==> src/rtl/axi_arb_pkg.sv <==
// axi_arb_pkg: shared FSM states and tag helpers for the N-port AXI read arbiter
package axi_arb_pkg;
  typedef enum logic {IDLE, ISSUE} state_t;
  function automatic int sel_w(input int n);
    return (n < 2) ? 1 : $clog2(n);
  endfunction
  function automatic int unsigned tag_of(input logic [31:0] id, input int id_w, input int tw);
    return (id >> (id_w - tw)) & ((32'd1 << tw) - 32'd1);
  endfunction
endpackage

==> src/rtl/axi_rd_arbiter_n_if.sv <==
// axi_rd_arbiter_n_if: AR/R bus plus per-port request and return channels
interface axi_rd_arbiter_n_if
  import axi_arb_pkg::*;
#(
  parameter int NUM_PORTS = 4,
  parameter int AXI_ID_W = 8,
  parameter int ADDR_W = 33,
  parameter int LEN_W = 8,
  parameter int DATA_W = 256
);
  localparam int PW = AXI_ID_W - sel_w(NUM_PORTS);
  logic arready;
  logic [AXI_ID_W-1:0] arid;
  logic [ADDR_W-1:0] araddr;
  logic [LEN_W-1:0] arlen;
  logic arvalid;
  logic [AXI_ID_W-1:0] rid;
  logic [DATA_W-1:0] rdata;
  logic rlast;
  logic rvalid;
  logic rready;
  logic [NUM_PORTS*PW-1:0] rd_id;
  logic [NUM_PORTS*ADDR_W-1:0] rd_addr;
  logic [NUM_PORTS*LEN_W-1:0] rd_len;
  logic [NUM_PORTS-1:0] rd_info_valid;
  logic [NUM_PORTS-1:0] rd_info_rdy;
  logic [DATA_W-1:0] rd_data;
  logic [NUM_PORTS-1:0] rd_data_valid;
  logic [NUM_PORTS-1:0] rd_data_rdy;
  logic id_err;
  modport master (
    input arready, rid, rdata, rlast, rvalid, rd_id, rd_addr, rd_len, rd_info_valid, rd_data_rdy,
    output arid, araddr, arlen, arvalid, rready, rd_info_rdy, rd_data, rd_data_valid, id_err
  );
  modport slave (
    output arready, rid, rdata, rlast, rvalid, rd_id, rd_addr, rd_len, rd_info_valid, rd_data_rdy,
    input arid, araddr, arlen, arvalid, rready, rd_info_rdy, rd_data, rd_data_valid, id_err
  );
endinterface

==> src/rtl/axi_rd_arbiter_n_rr_grant.sv <==
// rr_grant_n: round-robin picker, first requester after ptr (wrapping) wins
module rr_grant_n #(
  parameter int N = 4,
  parameter int W = 2
) (
  input  logic [N-1:0] req,
  input  logic [W-1:0] ptr,
  output logic [N-1:0] gnt,
  output logic [W-1:0] idx
);
  always_comb begin
    gnt = '0;
    idx = '0;
    for (int k = N; k >= 1; k--) begin
      if (req[(int'(ptr) + k) % N]) begin
        gnt = N'(1) << ((int'(ptr) + k) % N);
        idx = W'((int'(ptr) + k) % N);
      end
    end
  end
endmodule

==> src/rtl/axi_rd_arbiter_n.sv <==
// axi_rd_arbiter_n: N-port AXI AR arbiter with per-port credits and R routing by rid tag
// AXI_ARB_STALL_CNT_EN adds stall_cnt, counting cycles AR is held off by arready.
module axi_rd_arbiter_n
  import axi_arb_pkg::*;
#(
  parameter int NUM_PORTS = 4,
  parameter int PORT_SEL_W = sel_w(NUM_PORTS),
  parameter int AXI_ID_W = 8,
  parameter int ADDR_W = 33,
  parameter int LEN_W = 8,
  parameter int DATA_W = 256,
  parameter int MAX_OUTSTANDING = 4
) (
  input logic clk,
  input logic rst,
  axi_rd_arbiter_n_if.master bus
`ifdef AXI_ARB_STALL_CNT_EN
  , output logic [31:0] stall_cnt
`endif
);
  localparam int PW = AXI_ID_W - PORT_SEL_W;
  state_t state;
  logic [PORT_SEL_W-1:0] ptr, idx, t;
  logic [3:0] credit [NUM_PORTS];
  logic [NUM_PORTS-1:0] dec, elig, gnt;
  logic tag_ok, cap;
  assign t = PORT_SEL_W'(tag_of(32'(bus.rid), AXI_ID_W, PORT_SEL_W));
  assign tag_ok = int'(t) < NUM_PORTS;
  assign bus.rd_data = bus.rdata;
  assign bus.rd_data_valid = tag_ok ? NUM_PORTS'(bus.rvalid) << t : '0;
  assign bus.rready = tag_ok ? bus.rd_data_rdy[t] : 1'b1;
  // eligibility sees this cycle's rlast return so a freed credit is reusable at once
  always_comb begin
    dec = '0;
    elig = '0;
    for (int p = 0; p < NUM_PORTS; p++) begin
      dec[p] = bus.rvalid & bus.rready & bus.rlast & tag_ok & (t == PORT_SEL_W'(p));
      elig[p] = bus.rd_info_valid[p] & ((credit[p] - 4'(dec[p])) < 4'(MAX_OUTSTANDING));
    end
  end
  rr_grant_n #(.N(NUM_PORTS), .W(PORT_SEL_W)) u_rr (.req(elig), .ptr(ptr), .gnt(gnt), .idx(idx));
  assign cap = (|elig) & ((state == IDLE) | bus.arready);
  assign bus.rd_info_rdy = cap ? gnt : '0;
  always_ff @(posedge clk) begin
    if (rst) begin
      state <= IDLE;
      ptr <= PORT_SEL_W'(NUM_PORTS - 1);
      bus.arvalid <= 1'b0;
      bus.arid <= '0;
      bus.araddr <= '0;
      bus.arlen <= '0;
    end else if (cap) begin
      state <= ISSUE;
      ptr <= idx;
      bus.arvalid <= 1'b1;
      bus.arid <= {idx, bus.rd_id[int'(idx)*PW +: PW]};
      bus.araddr <= bus.rd_addr[int'(idx)*ADDR_W +: ADDR_W];
      bus.arlen <= bus.rd_len[int'(idx)*LEN_W +: LEN_W];
    end else if (state == ISSUE && bus.arready) begin
      state <= IDLE;
      bus.arvalid <= 1'b0;
    end
  end
  always_ff @(posedge clk) begin
    for (int p = 0; p < NUM_PORTS; p++)
      credit[p] <= rst ? 4'd0 : credit[p] + 4'(cap & gnt[p]) - 4'(dec[p]);
  end
  always_ff @(posedge clk) begin
    if (rst) bus.id_err <= 1'b0;
    else if (bus.rvalid & ~tag_ok) bus.id_err <= 1'b1;
  end
`ifdef AXI_ARB_STALL_CNT_EN
  always_ff @(posedge clk) begin
    if (rst) stall_cnt <= '0;
    else if (bus.arvalid & ~bus.arready & (stall_cnt != '1)) stall_cnt <= stall_cnt + 32'd1;
  end
`endif
endmodule

==> src/flat_wrapper.sv <==
// flat-port wrapper written by rule: the top's interface ports become plain ports
module axi_rd_arbiter_n_flat import axi_arb_pkg::*;
#(
  parameter int NUM_PORTS = 4,
  parameter int PORT_SEL_W = sel_w(NUM_PORTS),
  parameter int AXI_ID_W = 8,
  parameter int ADDR_W = 33,
  parameter int LEN_W = 8,
  parameter int DATA_W = 256,
  parameter int MAX_OUTSTANDING = 4
)
  (clk, rst, bus_arready, bus_rid, bus_rdata, bus_rlast, bus_rvalid, bus_rd_id, bus_rd_addr, bus_rd_len, bus_rd_info_valid, bus_rd_data_rdy, bus_arid, bus_araddr, bus_arlen, bus_arvalid, bus_rready, bus_rd_info_rdy, bus_rd_data, bus_rd_data_valid, bus_id_err);
  axi_rd_arbiter_n_if #(.NUM_PORTS(NUM_PORTS), .AXI_ID_W(AXI_ID_W), .ADDR_W(ADDR_W), .LEN_W(LEN_W), .DATA_W(DATA_W)) bus_i ();
  input logic clk;
  input logic rst;
  input wire logic [$bits(bus_i.arready)-1:0] bus_arready;
  input wire logic [$bits(bus_i.rid)-1:0] bus_rid;
  input wire logic [$bits(bus_i.rdata)-1:0] bus_rdata;
  input wire logic [$bits(bus_i.rlast)-1:0] bus_rlast;
  input wire logic [$bits(bus_i.rvalid)-1:0] bus_rvalid;
  input wire logic [$bits(bus_i.rd_id)-1:0] bus_rd_id;
  input wire logic [$bits(bus_i.rd_addr)-1:0] bus_rd_addr;
  input wire logic [$bits(bus_i.rd_len)-1:0] bus_rd_len;
  input wire logic [$bits(bus_i.rd_info_valid)-1:0] bus_rd_info_valid;
  input wire logic [$bits(bus_i.rd_data_rdy)-1:0] bus_rd_data_rdy;
  output wire logic [$bits(bus_i.arid)-1:0] bus_arid;
  output wire logic [$bits(bus_i.araddr)-1:0] bus_araddr;
  output wire logic [$bits(bus_i.arlen)-1:0] bus_arlen;
  output wire logic [$bits(bus_i.arvalid)-1:0] bus_arvalid;
  output wire logic [$bits(bus_i.rready)-1:0] bus_rready;
  output wire logic [$bits(bus_i.rd_info_rdy)-1:0] bus_rd_info_rdy;
  output wire logic [$bits(bus_i.rd_data)-1:0] bus_rd_data;
  output wire logic [$bits(bus_i.rd_data_valid)-1:0] bus_rd_data_valid;
  output wire logic [$bits(bus_i.id_err)-1:0] bus_id_err;
  assign bus_i.arready = bus_arready;
  assign bus_i.rid = bus_rid;
  assign bus_i.rdata = bus_rdata;
  assign bus_i.rlast = bus_rlast;
  assign bus_i.rvalid = bus_rvalid;
  assign bus_i.rd_id = bus_rd_id;
  assign bus_i.rd_addr = bus_rd_addr;
  assign bus_i.rd_len = bus_rd_len;
  assign bus_i.rd_info_valid = bus_rd_info_valid;
  assign bus_i.rd_data_rdy = bus_rd_data_rdy;
  assign bus_arid = bus_i.arid;
  assign bus_araddr = bus_i.araddr;
  assign bus_arlen = bus_i.arlen;
  assign bus_arvalid = bus_i.arvalid;
  assign bus_rready = bus_i.rready;
  assign bus_rd_info_rdy = bus_i.rd_info_rdy;
  assign bus_rd_data = bus_i.rd_data;
  assign bus_rd_data_valid = bus_i.rd_data_valid;
  assign bus_id_err = bus_i.id_err;
  axi_rd_arbiter_n #(.NUM_PORTS(NUM_PORTS), .PORT_SEL_W(PORT_SEL_W), .AXI_ID_W(AXI_ID_W), .ADDR_W(ADDR_W), .LEN_W(LEN_W), .DATA_W(DATA_W), .MAX_OUTSTANDING(MAX_OUTSTANDING)) u_core (.clk(clk), .rst(rst), .bus(bus_i));
endmodule
==> config.mk <==
export PLATFORM = sky130hd
export DESIGN_NAME = axi_rd_arbiter_n_flat
export DESIGN_NICKNAME = d
export VERILOG_FILES = /design/src/rtl/axi_arb_pkg.sv /design/src/rtl/axi_rd_arbiter_n_if.sv /design/src/rtl/axi_rd_arbiter_n_rr_grant.sv /design/src/rtl/axi_rd_arbiter_n.sv /design/src/flat_wrapper.sv
export SDC_FILE = /design/constraint.sdc
export NUM_CORES = 1
export LEC_CHECK = 0
export CORE_AREA = 5 5 299 301
export DETAILED_ROUTE_END_ITERATION = 10
export DIE_AREA = 0 0 304 306
export PLACE_DENSITY = 0.34
export REMOVE_ABC_BUFFERS = 1
export SLEW_MARGIN = 5
export SYNTH_ARGS = -nofsm -noshare
export SYNTH_HDL_FRONTEND = slang
export SYNTH_SLANG_ARGS = --single-unit
==> constraint.sdc <==
create_clock -name clk -period 7.2 [get_ports clk]
set_clock_uncertainty 0.15 [all_clocks]
set_input_delay 2.16 -clock clk [delete_from_list [all_inputs] [get_ports clk]]
set_output_delay 2.16 -clock clk [all_outputs]
set_load 0.02 [all_outputs]
==> out/metrics.yaml <==
synth-seq-cells: 68
clkLatencyLatePin_ps: 380
mostFrequentLayoutCell: "clkdlybuf4s50_1"
worstSetupEndpointType: "primary output"
synth_edf_count: 0
outcome: "finished, violations left"
first_iter_violations: 438
wire_per_inst_um: 54.75
fillers: 9843
failed_checks: "negative setup slack"
async_flop_share_pct: 0
root_buffer: "clkbuf_16"
final-setup-viol-count: 4
fin_crit_sh_pct: 105.4
required_ps: 4890
viasPerCell: 3.089
cts_hold_buf: 0
num_rows: 108
cts_tree: "done"
die_w_um: 304
power.density_mw_per_mm2: 411.6
cts.htree.levels: 3
grt_pass1_vias: 5895
hold_ws_ps: 334.8
max_slew.worst_pin.slew_ps: 562.2
cts.clk_slew.worst_paths_ps: 60
antenna_found_initial: 4
start_util_pct: 7.568
grt_use_total_pct: 20.97
path_max_fanout: 4
cts.path.max_buffers: 2
final.setup.tns_ps: -1492
grt_first_pass_wirelength_um: 115400
finalHoldViolations: 0
antenna_left: 0
finalMaxSlewViolations: 0
synth_cell_type_count: 43
dpl.hpwl_um: 93210
final_cell_mix: "clkdlybuf4s50_1, dfxtp_1, buf_4, a22o_1, mux4_2"
final_nets: 1194
fin_cells: 1853
critPathLaunchType: "input port"
grt_overflow: 0
dp_slack_ps: -1466
grt_max_degree: 49
min_path_type: "reg -> reg"
die_h_um: 306
crit_type: "in -> out"
drc: 0
maxCapViolations: 0
vias: 5723
max_freq_mhz: 131.8
io_pins: 781
place.gp.congestion: 1.021
cts_inserted_buffers: 9
dp_cells: 1818
coreArea_sq_mm: 0.08635
ys_warn_count: 0
first_pass_iters: 5
area_growth_pct: 47.25
wl_um: 101500
yosysSeqAreaShare_pct: 20.83
drive_above_1_share_pct: 23.35
io_buffers: 261
synthCells: 642
cts.sinks: 68
die_area_sq_mm: 0.09302
power_leakage_uw: 0.003346
period_minus_slack_ps: 7586
slew_headroom_pct: 62.47
synth_top_flop_cell: "dfxtp_1"
synth_area_sq_mm: 0.006535
vdd_drop_max_mv: 0.3816
arrival_ps: 5280
antenna_cells: 0
postSynthAreaPerCell_sq_um: 10.18
rsz0062_at_grt: "true"
timing.final.ws_setup_ps: -385.7
repair_timing:
item                                    in CTS  in global routing
resized for setup                           67                 30
setup buffers                               23                  3
endpoints found under the setup margin       4                  7
pin swaps                                   22                 21
final timing paths:
| kind | start | endpoint | slack, ps | cells after the start |
|---|---|---|---|---|
| hold reg to reg | u_core.bus.araddr[22] | u_core.bus.araddr[22] | 330 | 1 |
| setup / recovery | bus_rid[6] | bus_rd_info_rdy[3] | -390 | 15 |
| hold / removal | u_core.bus.araddr[22] | u_core.bus.araddr[22] | 330 | 1 |
| setup reg to reg | u_core.ptr[0] | u_core.credit[1][3] | 1990 | 24 |
worst max-delay path, stage by stage:
cell and delay [ps]:
buf_12 110, mux4_2 620, nand3_4 160, buf_6 130, nor3_4 40, ha_2 180
nand2b_4 140, and3_4 170, o211a_1 260, mux4_2 470, and2_4 190, a22o_1 170
mux2i_1 190, o22ai_2 140, buf_6 150
cell usage after synthesis (all sizes together), types with 6 or more instances:
master	n	area (sq um)
buf	269	2013
dfxtp	68	1361
mux4	52	1242
a22o	51	446.7
ha	32	400.4
inv	24	90.09
nor2	17	63.81
a21oi	16	83.83
clkbuf	14	56.31
nand2	10	37.54
nor2b	10	62.56
o211ai	7	52.55
o21ai	7	35.03
nand2b	6	67.56
o22ai	6	37.54
xnor2	6	67.56
xor2	6	52.55
cell families after synthesis:
| group | Yosys count | share of synthesized area (%) |
|---|---|---|
| xor gates and xnor gates | 12 | 1.838 |
| buffers and inverters | 309 | 33.16 |
| adders and majority gates | 36 | 7.352 |
| AOI/OAI and AO/OA | 97 | 11.53 |
| DFF | 68 | 20.83 |
| muxes | 56 | 19.62 |
| other | 1 | 0.05738 |
| and+or+nand+nor | 63 | 5.610 |
where the power goes:
group | leakage (uW) | switching (uW) | internal, uW
Combinational | 0.00264 | 1330 | 1500
Clock | 0.000146 | 236 | 281
Sequential | 0.000562 | 104 | 514
metal layers:
metal,global-route usage [%],routed length [um],vias up
met5,8.443,1153,-
met4,7.288,4363,22
met3,35.18,35830,98
met2,29.71,40190,1030
met1,11.75,19910,2450
li1,-,-,2123
sequential cells by signal, indices dropped and copies added (netlist names):
register / count
u_core.bus.araddr: 33
u_core.credit: 16
u_core.bus.arid: 8
u_core.bus.arlen: 8
u_core.ptr: 2
u_core.bus.arvalid: 1
stage by stage:
stage / cell area, sq um / utilization [%] / power [uW]
3_5_place_dp: 8981 / 10.40 / 3299
2_1_floorplan: 4466 / - / 2205
6_report: 9623 / 11.14 / 3961
4_1_cts: 9599 / 11.12 / 4034
3_3_place_gp: 8981 / 10.40 / 3311
5_1_grt: 9623 / 11.14 / 4249
final cells by class:
class	instances	area (sq um)	area share, %
Timing Repair Buffer	323	3159	32.83
Sequential cell	68	1361	14.15
Multi-Input combinational cell	265	3257	33.84
Clock buffer	11	242.7	2.522
Clock inverter	5	60.06	0.6241
Tap cell	1155	1445	15.02
Inverter	26	97.59	1.014
Note: power is estimated with default switching activity, not from simulation.
